--- config.mk ---
export PLATFORM = sky130hd
export DESIGN_NAME = bram_write_ctrl
export DESIGN_NICKNAME = d
export VERILOG_FILES = /design/src/rtl/bram_pkg.sv /design/src/rtl/bram_clear_seq.sv /design/src/rtl/bram_write_ctrl.sv
export SDC_FILE = /design/constraint.sdc
export NUM_CORES = 1
export LEC_CHECK = 0
export CORE_AREA = 5 5 87 89
export DETAILED_ROUTE_END_ITERATION = 16
export DIE_AREA = 0 0 92 94
export PLACE_DENSITY = 0.66
export SLEW_MARGIN = 10
export SYNTH_ARGS = -nofsm -noshare
export SYNTH_HDL_FRONTEND = slang
export SYNTH_SLANG_ARGS = --single-unit
--- constraint.sdc ---
create_clock -name clk -period 2.6 [get_ports clk]
set_input_delay 0.52 -clock clk [delete_from_list [all_inputs] [get_ports clk]]
set_output_delay 0.52 -clock clk [all_outputs]
set_load 0.02 [all_outputs]
--- src/rtl/bram_pkg.sv ---
// Shared types and constants for the iCE40 256x16 block RAM write path.
// Used by bram_write_ctrl and, when BRAM_WR_CLEAR_EN is defined, bram_clear_seq.
package bram_pkg;

  typedef enum logic [1:0] {
    IDLE  = 2'd0,
    WR_LO = 2'd1,
    WR_HI = 2'd2,
    CLEAR = 2'd3
  } state_t;

  localparam int RAM_ADDR_W = 8;
  localparam int RAM_DATA_W = 16;
  localparam int RAM_DEPTH  = 256;

  localparam logic [RAM_DATA_W-1:0] MASK_NONE = 16'h0000;

  // SB_RAM40_4K MASK is active-high "don't write", so a clear strobe bit masks its byte.
  function automatic logic [RAM_DATA_W-1:0] strb_to_mask(input logic [1:0] strb);
    return {{8{~strb[1]}}, {8{~strb[0]}}};
  endfunction

endpackage

--- src/rtl/bram_clear_seq.sv ---
// Address counter for the full-array clear: walks 0..RAM_DEPTH-1 and flags the
// final entry. Only instantiated when BRAM_WR_CLEAR_EN is defined.
module bram_clear_seq
  import bram_pkg::*;
(
  input  logic                  clk,
  input  logic                  rst,
  input  logic                  start,
  input  logic                  advance,
  output logic [RAM_ADDR_W-1:0] addr,
  output logic [RAM_ADDR_W-1:0] next_addr,
  output logic                  next_last,
  output logic                  last
);

  localparam logic [RAM_ADDR_W-1:0] LAST_ADDR = RAM_ADDR_W'(RAM_DEPTH - 1);

  // Saturates at the last entry so the walk can never wrap back to 0.
  always_ff @(posedge clk) begin
    if (rst) begin
      addr <= '0;
    end else if (start) begin
      addr <= '0;
    end else if (advance && !last) begin
      addr <= addr + 1'b1;
    end
  end

  assign last      = (addr == LAST_ADDR);
  assign next_addr = addr + 1'b1;
  assign next_last = (addr == LAST_ADDR - 1'b1);

endmodule

--- src/rtl/bram_write_ctrl.sv ---
// Write-side controller for the 256x16 SB_RAM40_4K: 32-bit strobed writes split into
// two halfword writes. Optional full-array clear sequencer under BRAM_WR_CLEAR_EN.
module bram_write_ctrl
  import bram_pkg::*;
#(
  parameter int              WORD_ADDR_W = 7,
  parameter logic [15:0]     CLEAR_VALUE = 16'h0000
) (
  input  logic                   clk,
  input  logic                   rst,
  input  logic                   req_valid,
  output logic                   req_ready,
  input  logic [WORD_ADDR_W-1:0] req_addr,
  input  logic [31:0]            req_wdata,
  input  logic [3:0]             req_strb,
  input  logic                   clear_start,
  output logic                   busy,
  output logic                   done,
  output logic [RAM_ADDR_W-1:0]  ram_waddr,
  output logic [RAM_DATA_W-1:0]  ram_wdata,
  output logic [RAM_DATA_W-1:0]  ram_mask,
  output logic                   ram_we,
  output logic                   ram_wclke
);

  state_t                  state;
  logic [WORD_ADDR_W-1:0]  addr_q;
  logic [15:0]             hi_data_q;
  logic [1:0]              hi_strb_q;

  assign req_ready = (state == IDLE) & ~rst;
  assign ram_wclke = ram_we;

`ifdef BRAM_WR_CLEAR_EN
  logic                  seq_start;
  logic                  seq_last;
  logic                  seq_next_last;
  logic [RAM_ADDR_W-1:0] seq_addr;
  logic [RAM_ADDR_W-1:0] seq_next_addr;

  assign seq_start = (state == IDLE) & clear_start;

  bram_clear_seq u_clear_seq (
    .clk       (clk),
    .rst       (rst),
    .start     (seq_start),
    .advance   (state == CLEAR),
    .addr      (seq_addr),
    .next_addr (seq_next_addr),
    .next_last (seq_next_last),
    .last      (seq_last)
  );
`else
  logic [16:0] clear_unused;
  assign clear_unused = {clear_start, CLEAR_VALUE};
`endif

  // RAM outputs are loaded on the same edge that enters the state they belong to,
  // so each write is presented for exactly the cycle its state is active.
  always_ff @(posedge clk) begin
    if (rst) begin
      state     <= IDLE;
      busy      <= 1'b0;
      done      <= 1'b0;
      ram_waddr <= '0;
      ram_wdata <= '0;
      ram_mask  <= '0;
      ram_we    <= 1'b0;
      addr_q    <= '0;
      hi_data_q <= '0;
      hi_strb_q <= '0;
    end else begin
      case (state)
        IDLE: begin
          ram_we <= 1'b0;
          done   <= 1'b0;
          busy   <= 1'b0;
`ifdef BRAM_WR_CLEAR_EN
          if (clear_start) begin
            state     <= CLEAR;
            busy      <= 1'b1;
            ram_waddr <= '0;
            ram_wdata <= CLEAR_VALUE;
            ram_mask  <= MASK_NONE;
            ram_we    <= 1'b1;
          end else
`endif
          if (req_valid) begin
            state     <= WR_LO;
            busy      <= 1'b1;
            addr_q    <= req_addr;
            hi_data_q <= req_wdata[31:16];
            hi_strb_q <= req_strb[3:2];
            ram_waddr <= RAM_ADDR_W'({req_addr, 1'b0});
            ram_wdata <= req_wdata[15:0];
            ram_mask  <= strb_to_mask(req_strb[1:0]);
            ram_we    <= |req_strb[1:0];
          end
        end

        WR_LO: begin
          state     <= WR_HI;
          ram_waddr <= RAM_ADDR_W'({addr_q, 1'b1});
          ram_wdata <= hi_data_q;
          ram_mask  <= strb_to_mask(hi_strb_q);
          ram_we    <= |hi_strb_q;
          done      <= 1'b1;
        end

        WR_HI: begin
          state  <= IDLE;
          busy   <= 1'b0;
          done   <= 1'b0;
          ram_we <= 1'b0;
        end

        CLEAR: begin
`ifdef BRAM_WR_CLEAR_EN
          if (seq_last) begin
            state  <= IDLE;
            busy   <= 1'b0;
            done   <= 1'b0;
            ram_we <= 1'b0;
          end else begin
            ram_waddr <= seq_next_addr;
            ram_wdata <= CLEAR_VALUE;
            ram_mask  <= MASK_NONE;
            ram_we    <= 1'b1;
            done      <= seq_next_last;
          end
`else
          state  <= IDLE;
          busy   <= 1'b0;
          done   <= 1'b0;
          ram_we <= 1'b0;
`endif
        end

        default: begin
          state  <= IDLE;
          busy   <= 1'b0;
          done   <= 1'b0;
          ram_we <= 1'b0;
        end
      endcase
    end
  end

endmodule

==> metrics <==
Ys Warns 0; Net Sw Frac 29.6%; Comb pwr share 24.2%; synth-to-layout area growth 38.7%; largest cells by area after synthesis dfxtp_1 (49%), nor2_1 (12%), nand2_1 (8.2%); # setup viols final 0; clk slew on worst S/H paths 0.11 ns; antenna-violating nets left 0; reg2reg setup slack 0.93 ns; worst path cell trace nor3_1, clkdlybuf4s50_1; HP Class reg2reg; Syn Area/Cell 8.23 sq um; FMAX 431 MHz; Simple-Gate Fraction of Synth Area 31.1%; internal power 0.00135 W; P_leak 1.24 nW; Crit Path Max Fanout 7; Synth Instances 277; worst r2r src state[1]; core area 0.00668 sq mm; clock share of power 25.4%; worst setup path class reg2out; status completed; drt pass-1 iters 4; width of the die 92 microns; PD cells 606 mW/mm^2; CTS Buffer Depth 2; Synth Area in XOR/XNOR 0%; vias in the first global route 1869; gr usage total 13.1%; Synth Area in Adders 0%; vias 1981; RSZ-0062 raised after global routing no; Final Max Slew Viols 0; pin count of the biggest net entering global routing 55; Initial Util 34.1%; Crit path required time 2.08 ns; crit path from state[1]; H-tree levels 2; hold violation count in the final report 0; Root Driver clkbuf_8; Hold Buf Count CTS 0; initial DRC count 128; number of antenna violations at the first check in global routing 0; Worst R2R Path Depth 4; post-synthesis mux area share 0%; worst slew pin tran 0.627 ns; setup bufs post-CTS 0; synthesized net count 324; slowest CP cell clkdlybuf4s50_1; vias per inst 4.65; die area 0.00865 sq mm; RD Place Congestion 0.761; Rel. slew slack 58.2%; Critical Path AT 1.80 ns; number of I/O port buffers 90; fin crit share 89.2%; post-synthesis compound-gate area fraction 8.79%; area fraction of the dominant cell type after synthesis 49.2%; Final Skew 0.0118 ns; Worst setup SP type flip-flop; switching component of the power 0.000566 W; Sink Count 56; FP Rows 30; routed len/inst 13.3 microns; PostCTS Resize Cnt 0; Worst Setup EP req_ready; Detailed Route WL 5680 microns; minimum clock period 2.32 ns; crit end category output pin; die height 94 microns; drc violations 0; maxcap violations 0; share of cells above drive strength 1 7.23%; commonest non-fill, non-tap cells in the layout clkdlybuf4s50_1 (89), nor2_1 (72), dfxtp_1 (56); area leader, netlist dfxtp_1; HPWL Detailed 3900 microns; CTS tree done; Sequential Power Share 50.4%; GRT Residual Overflow 0; Final Util 47.3%; Setup TNS 0 ns; register area share after synthesis 49.2%; I/O pin count 92; CTS buffer count 5; Yosys reg bits 56; commonest non-fill, non-tap cell in the layout clkdlybuf4s50_1; Max VDD drop 0.000243 V; largest family of logic cells by synthesized area simple AND/OR/NAND/NOR gates; Filler cells 676; global-route wire length before repair 9140 microns; Nets 392; reg2reg end ram_wdata[11]; ant diodes 0; Synth Cell Area 0.00228 sq mm; Cell variety after synth 24; CP peak stage delay 0.71 ns; Worst-Skew Late Latency 0.30 ns
==> Yosys cell counts <==
master	count
nor2_1	72
dfxtp_1	56
nand2_1	50
a21oi_1	26
buf_4	20
nor4_1	14
nor4_2	9
clkbuf_1	6
buf_6	5
buf_2	3
a221oi_1	2
o21a_1	2
a21o_1	1
and2_1	1
inv_1	1
nand2b_1	1
nor2b_1	1
nor3_1	1
nor3b_4	1
o211ai_1	1
o21ai_0	1
o21ba_2	1
o31ai_1	1
or3b_1	1
==> area by class of cell <==
| cell class | instances | area, sq um | share of cell area, % |
|---|---|---|---|
| clock buffer | 5 | 68.8 | 2.18 |
| tap | 80 | 100 | 3.17 |
| multi-input combinational | 186 | 910 | 28.8 |
| sequential | 56 | 1120 | 35.5 |
| timing repair buffer | 95 | 933 | 29.5 |
| inverter | 1 | 3.75 | 0.119 |
| clock inverter | 3 | 22.5 | 0.713 |
==> critical path, delay by kind of cell, from the launching register on <==
kind | cells | cell delay, ns
buf+inv | 1 | 0.71
simple gates | 1 | 0.40
flops | 1 | 0.40
==> logic make-up (layout without fill, tap and decap cells) <==
family | count (synthesis) | after routing
buf+inv | 35 | 104
flops | 56 | 56
simple gates | 151 | 151
compound gates | 35 | 35
==> per-layer routing <==
layer | vias up | GRT usage (%) | part of all wire, %
li1 | 1026 | - | -
met1 | 895 | 16.7 | 43
met2 | 58 | 22.3 | 50
met3 | 2 | 3.37 | 6.0
met4 | 0 | 2.60 | 0.55
met5 | - | 0 | 0
==> state kept, by name, indices dropped and copies added, names as in the netlist <==
name       cells
hi_data_q     16
addr_q         7
hi_strb_q      2
done           1
state          2
busy           1
ram_waddr      8
ram_mask       2
ram_wdata     16
ram_wclke      1
==> stage by stage <==
stage	cells	cell area, sq um	setup slack [ns]	hold slack, ns	power (W)
global route	426	3160	0.197	0.485	0.00201
detailed placement	418	3070	0.434	0.447	0.00145
global placement	418	3070	0.484	0.435	0.00145
floorplan	277	2280	0.840	0.437	0.00126
finish	426	3160	0.281	0.461	0.00191
CTS	426	3160	0.293	0.463	0.00194
==> how the worst min path moves through the flow <==
stage / start / end / slack, ns / depth (start not counted)
global placement: busy / busy / 0.44 / 1
global route: addr_q[4] / addr_q[4] / 0.48 / 2
finish: hi_data_q[9] / hi_data_q[9] / 0.46 / 2
detailed placement: addr_q[0] / addr_q[0] / 0.45 / 2
floorplan: addr_q[0] / addr_q[0] / 0.44 / 2
CTS: addr_q[0] / addr_q[0] / 0.46 / 2
==> power by group through the flow <==
stage	Combinational [W]	Sequential [W]	Clock, W
finish	0.000463	0.000965	0.000486
global route	0.000504	0.000975	0.000535
CTS	0.000469	0.000966	0.000507
detailed placement	0.000468	0.000985	0
global placement	0.000463	0.000982	0
floorplan	0.000229	0.00103	0
Note: power is estimated with default switching activity, not from simulation.
